==> src/rtl/trap_controller.sv <==
// ============================================================================
// trap_controller: trap CSRs (mstatus/mtvec/mepc/mcause/mtval), trap and MRET
// redirect to fetch. Optional macro: TRAP_VECTORED_MODE_EN (vectored mtvec).
// Revision: 1.0
// ============================================================================
`default_nettype none

module trap_controller #(
  parameter logic [31:0] MTVEC_RESET = 32'h0000_0100,
  parameter int          XLEN        = 32
) (
  input  logic            i_Clock,
  input  logic            i_Reset_n,
  input  logic            i_Valid,
  input  logic            i_ExceptionRaised,
  input  logic            i_Interrupt,
  input  logic [3:0]      i_ExceptionCause,
  input  logic [XLEN-1:0] i_TrapPC,
  input  logic [XLEN-1:0] i_TrapValue,
  input  logic            i_Mret,
  input  logic            i_CsrWriteEnable,
  input  logic [11:0]     i_CsrAddress,
  input  logic [XLEN-1:0] i_CsrWriteData,
  output logic [XLEN-1:0] o_CsrReadData,
  output logic            o_CsrHit,
  output logic            o_InterruptsEnabled,
  output logic            o_Busy,
  output logic            o_RedirectValid,
  output logic [XLEN-1:0] o_RedirectPC,
  input  logic            i_RedirectReady
);

  localparam logic [0:0] S_IDLE     = 1'b0;
  localparam logic [0:0] S_REDIRECT = 1'b1;

  localparam logic [11:0] CSR_MSTATUS = 12'h300;
  localparam logic [11:0] CSR_MTVEC   = 12'h305;
  localparam logic [11:0] CSR_MEPC    = 12'h341;
  localparam logic [11:0] CSR_MCAUSE  = 12'h342;
  localparam logic [11:0] CSR_MTVAL   = 12'h343;

  logic [0:0]      state;
  logic [0:0]      state_next;

  logic [XLEN-1:0] mepc;
  logic [XLEN-1:0] mcause;
  logic [XLEN-1:0] mtval;
  logic [XLEN-1:0] mtvec;
  logic            mie;
  logic            mpie;
  logic [XLEN-1:0] redirect_pc;

  logic            is_idle;
  logic            trap_take;
  logic            mret_take;
  logic            csr_write;
  logic [XLEN-1:0] trap_base;
  logic [XLEN-1:0] trap_target;
  logic [XLEN-1:0] mtvec_wdata;
  logic [XLEN-1:0] mstatus_view;

  assign is_idle   = (state == S_IDLE);
  assign trap_take = is_idle & i_Valid & i_ExceptionRaised;
  assign mret_take = is_idle & i_Valid & i_Mret & ~i_ExceptionRaised;
  // A CSR write that collides with a trap or MRET is dropped, not deferred.
  assign csr_write = is_idle & i_CsrWriteEnable & ~trap_take & ~mret_take;

  assign trap_base = {mtvec[XLEN-1:2], 2'b00};

`ifdef TRAP_VECTORED_MODE_EN
  always_comb begin
    trap_target = trap_base;
    if ((mtvec[1:0] == 2'b01) && i_Interrupt) begin
      trap_target = trap_base + {{(XLEN-6){1'b0}}, i_ExceptionCause, 2'b00};
    end
  end

  // Only direct (00) and vectored (01) modes exist; reserved modes fall back to 00.
  assign mtvec_wdata = {i_CsrWriteData[XLEN-1:2],
                        (i_CsrWriteData[1:0] == 2'b01) ? 2'b01 : 2'b00};
`else
  assign trap_target = trap_base;
  assign mtvec_wdata = {i_CsrWriteData[XLEN-1:2], 2'b00};
`endif

  assign mstatus_view = {{(XLEN-13){1'b0}}, 2'b11, 3'b000, mpie, 3'b000, mie, 3'b000};

  // State register
  always_ff @(posedge i_Clock) begin
    if (!i_Reset_n) begin
      state <= S_IDLE;
    end else begin
      state <= state_next;
    end
  end

  // Next-state logic
  always_comb begin
    state_next = state;
    case (state)
      S_IDLE: begin
        if (trap_take || mret_take) begin
          state_next = S_REDIRECT;
        end
      end
      S_REDIRECT: begin
        if (i_RedirectReady) begin
          state_next = S_IDLE;
        end
      end
      default: state_next = S_IDLE;
    endcase
  end

  // Output logic
  always_comb begin
    o_Busy          = 1'b0;
    o_RedirectValid = 1'b0;
    case (state)
      S_REDIRECT: begin
        o_Busy          = 1'b1;
        o_RedirectValid = 1'b1;
      end
      default: begin
        o_Busy          = 1'b0;
        o_RedirectValid = 1'b0;
      end
    endcase
  end

  assign o_RedirectPC        = redirect_pc;
  assign o_InterruptsEnabled = mie;

  // Trap CSRs and redirect target
  always_ff @(posedge i_Clock) begin
    if (!i_Reset_n) begin
      mepc        <= '0;
      mcause      <= '0;
      mtval       <= '0;
      mtvec       <= MTVEC_RESET;
      mie         <= 1'b0;
      mpie        <= 1'b0;
      redirect_pc <= '0;
    end else if (trap_take) begin
      mepc        <= {i_TrapPC[XLEN-1:2], 2'b00};
      mcause      <= {i_Interrupt, {(XLEN-5){1'b0}}, i_ExceptionCause};
      mtval       <= i_TrapValue;
      mpie        <= mie;
      mie         <= 1'b0;
      redirect_pc <= trap_target;
    end else if (mret_take) begin
      mie         <= mpie;
      mpie        <= 1'b1;
      redirect_pc <= mepc;
    end else if (csr_write) begin
      case (i_CsrAddress)
        CSR_MSTATUS: begin
          mie  <= i_CsrWriteData[3];
          mpie <= i_CsrWriteData[7];
        end
        CSR_MTVEC:  mtvec  <= mtvec_wdata;
        CSR_MEPC:   mepc   <= {i_CsrWriteData[XLEN-1:2], 2'b00};
        CSR_MCAUSE: mcause <= i_CsrWriteData;
        CSR_MTVAL:  mtval  <= i_CsrWriteData;
        default: ;
      endcase
    end
  end

  // CSR read port
  always_comb begin
    o_CsrReadData = '0;
    o_CsrHit      = 1'b1;
    case (i_CsrAddress)
      CSR_MSTATUS: o_CsrReadData = mstatus_view;
      CSR_MTVEC:   o_CsrReadData = mtvec;
      CSR_MEPC:    o_CsrReadData = mepc;
      CSR_MCAUSE:  o_CsrReadData = mcause;
      CSR_MTVAL:   o_CsrReadData = mtval;
      default: begin
        o_CsrReadData = '0;
        o_CsrHit      = 1'b0;
      end
    endcase
  end

  logic unused_bits;
  assign unused_bits = &{1'b0, i_TrapPC[1:0], i_CsrWriteData[1:0]};

endmodule

`default_nettype wire
==> config.mk <==
export PLATFORM = sky130hd
export DESIGN_NAME = trap_controller
export DESIGN_NICKNAME = d
export VERILOG_FILES = /design/src/rtl/trap_controller.sv
export SDC_FILE = /design/constraint.sdc
export NUM_CORES = 1
export LEC_CHECK = 0
export ABC_AREA = 0
export BUFFER_PORTS_ARGS = -buffer_cell sky130_fd_sc_hd__buf_4
export CELL_PAD_IN_SITES_DETAIL_PLACEMENT = 0
export CELL_PAD_IN_SITES_GLOBAL_PLACEMENT = 1
export CORE_AREA = 4 4 206 108
export CTS_CLUSTER_SIZE = 40
export DETAILED_ROUTE_END_ITERATION = 16
export DIE_AREA = 0 0 210 112
export GPL_ROUTABILITY_DRIVEN = 0
export HOLD_SLACK_MARGIN = 0.03
export PLACE_DENSITY = 0.86
export SYNTH_ARGS = -nofsm -noshare
export SYNTH_HDL_FRONTEND = slang
export SYNTH_SLANG_ARGS = --single-unit
==> constraint.sdc <==
create_clock -name i_Clock -period 2.48 [get_ports i_Clock]
set_input_delay 0.124 -clock i_Clock [delete_from_list [all_inputs] [get_ports i_Clock]]
set_output_delay 0.124 -clock i_Clock [all_outputs]
set_load 0.02 [all_outputs]
==> results of run 1 <==
## worst max-delay path, stage by stage
cell	delay, ns
buf_4	0.10
and4bb_2	0.46
nand3_2	0.73
nor2_1	0.36
a221o_1	0.20
buf_4	0.16
## sequential cells by signal (all words and copies together) (netlist names)
signal and cells:
mepc 30, state 1, o_RedirectPC 30, mtval 32, mcause 32, o_InterruptsEnabled 1, mpie 1, mtvec 30
## power by group through the flow
| stage | sequential, mW | clock (mW) | combinational, mW |
|---|---|---|---|
| final | 2.71 | 2.76 | 0.985 |
| after global routing | 2.73 | 2.90 | 1.06 |
| after CTS | 2.71 | 2.79 | 0.968 |
| after detailed placement | 2.77 | 0 | 0.855 |
| after global placement | 2.76 | 0 | 0.843 |
| after floorplan | 2.80 | 0 | 0.407 |
## Yosys cell counts, drive strengths merged
library cell  instances  area share [%]
nor2                 29             1.4
a31o                  1            0.11
and4                  4            0.45
dfxtp               157              40
a21boi               29             2.8
and3                  4            0.32
nor3b                 3            0.49
conb                  1           0.048
nand3b                1           0.096
a22o                  3            0.33
a211oi                1           0.096
and4bb                1            0.16
a41oi                 1            0.11
nand4                35             2.8
clkbuf               75             3.6
nor3                  4            0.25
o211a                30             3.8
o21a                  1           0.096
buf                  47             3.9
a22oi                27             2.6
a31oi                68             5.4
a2bb2oi               1            0.11
nand3                95             6.1
o21ai               196              12
mux2                  3            0.43
inv                   1           0.048
a221o                27             3.4
and3b                 1            0.11
nand2                69             3.3
and2                  3            0.24
mux2i                 1            0.13
a21oi                66             4.2
a32oi                 1            0.11
nor4bb                1            0.13
nor2b                 5            0.40
## cell type report
cell class	instances	share of cell area (%)
Timing Repair Buffer	304	24.02
Clock inverter	15	1.699
Inverter	1	0.03444
Tap cell	273	3.134
Multi-Input combinational cell	714	38.37
Clock buffer	17	3.904
Sequential cell	157	28.84
## metal layers
layer  routed length [µm]  track usage [%]
met5                    0                0
met4                  413            7.341
met3                 2159            4.448
met2                13950            40.04
met1                13700            34.07
## repair_timing
| item | 4_1_cts | 5_1_grt |
|---|---|---|
| endpoints found under the hold margin | 123 | 0 |
| hold buffers | 84 | 0 |
| setup endpoints to repair | 0 | 3 |
| gates resized for setup | 0 | 1 |
## cells by family after synthesis
logic type	after synthesis
AO/OA/AOI/OAI	452
buffers and inverters	123
flip-flops	157
multiplexers	4
other	1
AND/OR/NAND/NOR	255
## how the worst max path moves through the flow
stage	start	slack, ns	endpoint	cells past startpoint
floorplan	state	0.88	mepc[10]	5
global placement	i_CsrAddress[10]	0.36	o_CsrReadData[30]	6
detailed placement	i_CsrAddress[10]	0.34	o_CsrReadData[30]	6
CTS	state	0.12	mepc[2]	6
global route	state	0.07	mcause[1]	6
finish	i_CsrAddress[10]	0.21	o_CsrReadData[30]	6
## per-stage QoR
step           setup WS [ns]  power, mW  utilization [%]  instances  hold slack [ns]
6_report              0.2081      6.459            53.75       1481          0.03459
2_1_floorplan         0.8834      3.205                -        993           0.2706
3_5_place_dp          0.3400      3.623            46.54       1364           0.4121
5_1_grt              0.06698      6.687            53.75       1481          0.03665
3_3_place_gp          0.3579      3.605            46.54       1364           0.3949
4_1_cts               0.1196      6.471            53.70       1480          0.03062
==> metrics, run 1 <==
Static Leak 4.223 nW; sequential power share 42.0%; clk root buf clkbuf_16; share of layout cells above drive strength 1 22.52%; Worst Hold Depth 3; first-pass GRT wire length 47520 µm; largest net degree at the start of global routing 95; final wirelength 30220 µm; CTS buffer count 17; register area 3143 µm²; largest vdd supply drop 0.4928 mV; Sw Share 27.45%; vias per cell 6.063; simple-gate share of the synthesized area 16.17%; H-Tree Depth 4; Die H 112 µm; antenna-violating nets left 0; Worst-Margin Slew 0.8619 ns; CTS tree yes; drt pass-1 iters 5; drc violations 0; Post-Synth XOR/XNOR Area 0%; Crit Path Class in -> out; die footprint 23520 µm²; Final Hold Fails 0; relative slew slack 42.48%; Core Region 20280 µm²; fin crit share 91.61%; post-synth cell types 41; area grow syn2layout 38.76%; setup violation total in the final timing report 0; sequential fraction of the synthesis area 40.02%; required time of the critical path 2.36 ns; #FFs+latches synth 157; GR Overflow Total 0; pwr dens 592.7 nW/µm²; reg2reg start state; synthesized area 7854 µm²; Hold Path Class in -> reg; WHS Endpoint mtval[30]; Clk network pwr share 42.8%; post-route cell area 10900 µm²; P_int 4.686 mW; combinational power share 15.2%; Critical Path Sink Type output pin; Max Cap Violations 0; placed cell area 9437 µm²; sw power 1.773 mW; initial core utilization 38.73%; Compound-Gate Fraction of Synth Area 35.70%; Nets 1315; ant diodes 0; mux cell area share after synthesis 0.5576%; CTS clk-pin slew, worst paths 0.06 ns; Max Fclk 440.2 MHz; R2R cell count 6; Cells after Synth 992; Fillers 1902; commonest non-fill, non-tap cell in the layout buf_4; Worst Path Arrival 2.15 ns; most frequent cells in the layout 210 x buf_4, 196 x o21ai_0, 157 x dfxtp_1; CTS Sinks 157; initial antenna violation count 0; hpwl dp 18570 µm; RSZ-0062 raised after global routing false; run status completed; skew final 0.01295 ns; Ports 188; vias in the first global route 8956; yosys warns 0; area of the multi-input gates 4182 µm²; average cell area after synthesis 7.917 µm²; Clock Tree Buf Depth 2; WL/cell 20.41 µm; Setup Fix Bufs, Post-CTS 0; Port Buf Inserts 183; Pins Over Slew Limit 0; initial drt markers 757; Die X 210 µm; Post-Synth Adder-Cell Area 0%; vias 8980; Clock Latency Late Sink 0.42 ns; HP Start i_TrapValue[30]; TNS Setup 0 ns; site row count 37; Crit Path Max Fanout 26; fin crit period 2.272 ns; all-layer global routing usage 24.80%; largest family of logic cells by synthesized area compound AO/OA/AOI/OAI gates; RR Endpoint mcause[1]; r2r setup slk 0.21 ns; element type at the critical path start primary input
Power figures use the tool's default switching activity.
==> inputs of run 2 (changes only) <==
- RECOVER_POWER: default -> 25
==> run 2 against run 1 <==
  * Core utilization fell by 0.64 points
  * Cell count about the same
  * Clock-buffer cell count unchanged
  * Routed wire length about the same
  * Final area fell by 1.2%
  * Setup slack improved by 0.0046 ns
  * Die area is the same
==> metrics, run 2 (synthesized netlist as in run 1, its figures left out) <==
run status completed; Worst Path Arrival 2.64 ns (+0.49 ns); reg2reg start state; area of the multi-input gates 4173 µm² (-0.21%); Final Core Density 53.10% (-0.64 points); fin crit share 91.42% (-0.19 points); die footprint 23520 µm² (unchanged); required time of the critical path 2.85 ns (+0.49 ns); Clock Latency Late Sink 0.42 ns (about the same); initial core utilization 38.73% (unchanged); commonest non-fill, non-tap cell in the layout o21ai_0; Worst Hold Depth 3 (unchanged); Fillers 1938 (+1.9%); Clock Tree Buf Depth 2 (unchanged); Ports 188 (unchanged); GR Overflow Total 0 (unchanged); pwr dens 597.4 nW/µm² (+0.79%); Crit Path Max Fanout 45 (+73%); Nets 1315 (unchanged); area grow syn2layout 37.10%; relative slew slack 20.87% (-22 points); antenna-violating nets left 0 (unchanged); vias 8928 (-0.58%); placed cell area 9437 µm² (unchanged); Worst-Margin Slew 1.187 ns (+0.3251 ns); drc violations 0 (unchanged); site row count 37 (unchanged); sw power 1.780 mW (+0.39%); Placed Cells 1364 (unchanged); RSZ-0062 raised after global routing false; most frequent cells in the layout 196 x o21ai_0, 177 x buf_4, 157 x dfxtp_1; r2r setup slk 0.21 ns (about the same); sequential power share 42.2% (+0.2 points); combinational power share 14.8% (-0.4 points); CTS clk-pin slew, worst paths 0.07 ns (about the same); first-pass GRT wire length 47520 µm (unchanged); P_int 4.652 mW (-0.72%); all-layer global routing usage 24.80% (unchanged); CTS buffer count 17 (unchanged); clk root buf clkbuf_16; skew final 0.01305 ns (+0.0001080 ns); Port Buf Inserts 183 (unchanged); vias per cell 6.024 (-0.65%); element type at the critical path start flop; post-route cell area 10770 µm² (-1.2%); Static Leak 4.086 nW (-3.2%); WHS Endpoint mtval[30]; Setup Fix Bufs, Post-CTS 0 (unchanged); drt pass-1 iters 7 (+2); initial antenna violation count 0 (unchanged); Crit Path Class reg -> reg; worst setup path start state; Critical Path, Cell by Cell and3b_2 > buf_12 > a31oi_1 > a21oi_1 > dlygate4sd3_1; hpwl dp 18570 µm (unchanged); TNS Setup 0 ns (unchanged); largest vdd supply drop 0.4919 mV (-0.18%); Die X 210 µm (unchanged); largest net degree at the start of global routing 95 (unchanged); fin crit period 2.267 ns (-0.004612 ns); Max Cap Violations 0 (unchanged); setup violation total in the final timing report 0 (unchanged); top flop regs mcause: 32 flops, mtval: 32 flops; Hold Path Class in -> reg; Die H 112 µm (unchanged); share of layout cells above drive strength 1 19.54% (-3.0 points); Clk network pwr share 43.1% (+0.3 points); final wirelength 30230 µm (about the same); Max Fclk 441.1 MHz (+0.20%); HP Start i_TrapValue[30]; R2R cell count 5 (-1); H-Tree Depth 4 (unchanged); Critical Path Sink Type flop; Core Region 20280 µm² (unchanged); initial drt markers 716 (-5.4%); CTS tree yes; CTS Sinks 157 (unchanged); vias in the first global route 8956 (unchanged); Layout Cells excl Fill 1482 (+0.068%); Sw Share 27.68% (+0.22 points); RR Endpoint mcause[1]; register area 3143 µm² (unchanged); Critical-path top delay cell and3b_2; WL/cell 20.40 µm (about the same); Final Hold Fails 0 (unchanged); CP max stage delay 0.66 ns (-0.07 ns); Pins Over Slew Limit 0 (unchanged)
[run 2: cell count changes in the layout (fill, tap and decap cells not counted)]
cell      before  now
nand3_1       92   93
nand3_2        3    2
diode_2        0    1
nand2_2        1    0
clkbuf_1       0   33
and2_0         0    1
and2_2         1    0
buf_4        210  177
nand2_1       68   69
[run 2: layer usage]
layer	GRT usage (%)	vias up	wire, µm
met4	7.341	0	381
met1	34.07	4348	13670
met3	4.448	31	2136
met5	0	-	0
met2	40.04	411	14040
li1	-	4138	-
[run 2: critical path: cells and delay by family (launching register included)]
kind                   cells  cell delay [ns]
AND/OR/NAND/NOR            1             0.66
AO/OA/AOI/OAI              2             0.25
flip-flops                 1             0.39
buffers and inverters      2             0.90
[run 2: how the worst max path moves through the flow]
stage,endpoint,slack (ns)
after floorplan,mepc[10],0.88
after global placement,o_CsrReadData[30],0.36
after detailed placement,o_CsrReadData[30],0.34
after CTS,mepc[2],0.12
after global routing,o_RedirectPC[27],0.08
final,mcause[1],0.21
[run 2: what timing repair did]
action	in CTS	in global routing
endpoints found under the hold margin	123	0
hold buffers	84	0
endpoints found under the setup margin	0	3
resized for setup	0	1
[run 2: power groups by stage]
stage	clock network (mW)	registers, mW	logic [mW]
after floorplan	0	2.80	0.407
after global placement	0	2.76	0.843
after detailed placement	0	2.77	0.855
after CTS	2.79	2.71	0.968
after global routing	2.90	2.72	1.03
final	2.77	2.71	0.950
[run 2: layout make-up]
cell class / count / share of cell area (%)
multi-input cells: 714 / 38.75
flip-flops and latches: 157 / 29.19
repair buffers: 304 / 23.16
clock buffers: 17 / 3.951
well taps: 273 / 3.172
clock inverters: 15 / 1.720
inverters: 1 / 0.03486
diodes: 1 / 0.02324
[run 2: per-stage QoR]
| stage | power [mW] | setup slack [ns] | hold slack, ns |
|---|---|---|---|
| floorplan | 3.205 | 0.8834 | 0.2706 |
| global placement | 3.605 | 0.3579 | 0.3949 |
| detailed placement | 3.623 | 0.3400 | 0.4121 |
| CTS | 6.471 | 0.1196 | 0.03062 |
| global route | 6.651 | 0.07988 | 0.03665 |
| finish | 6.433 | 0.2127 | 0.03601 |
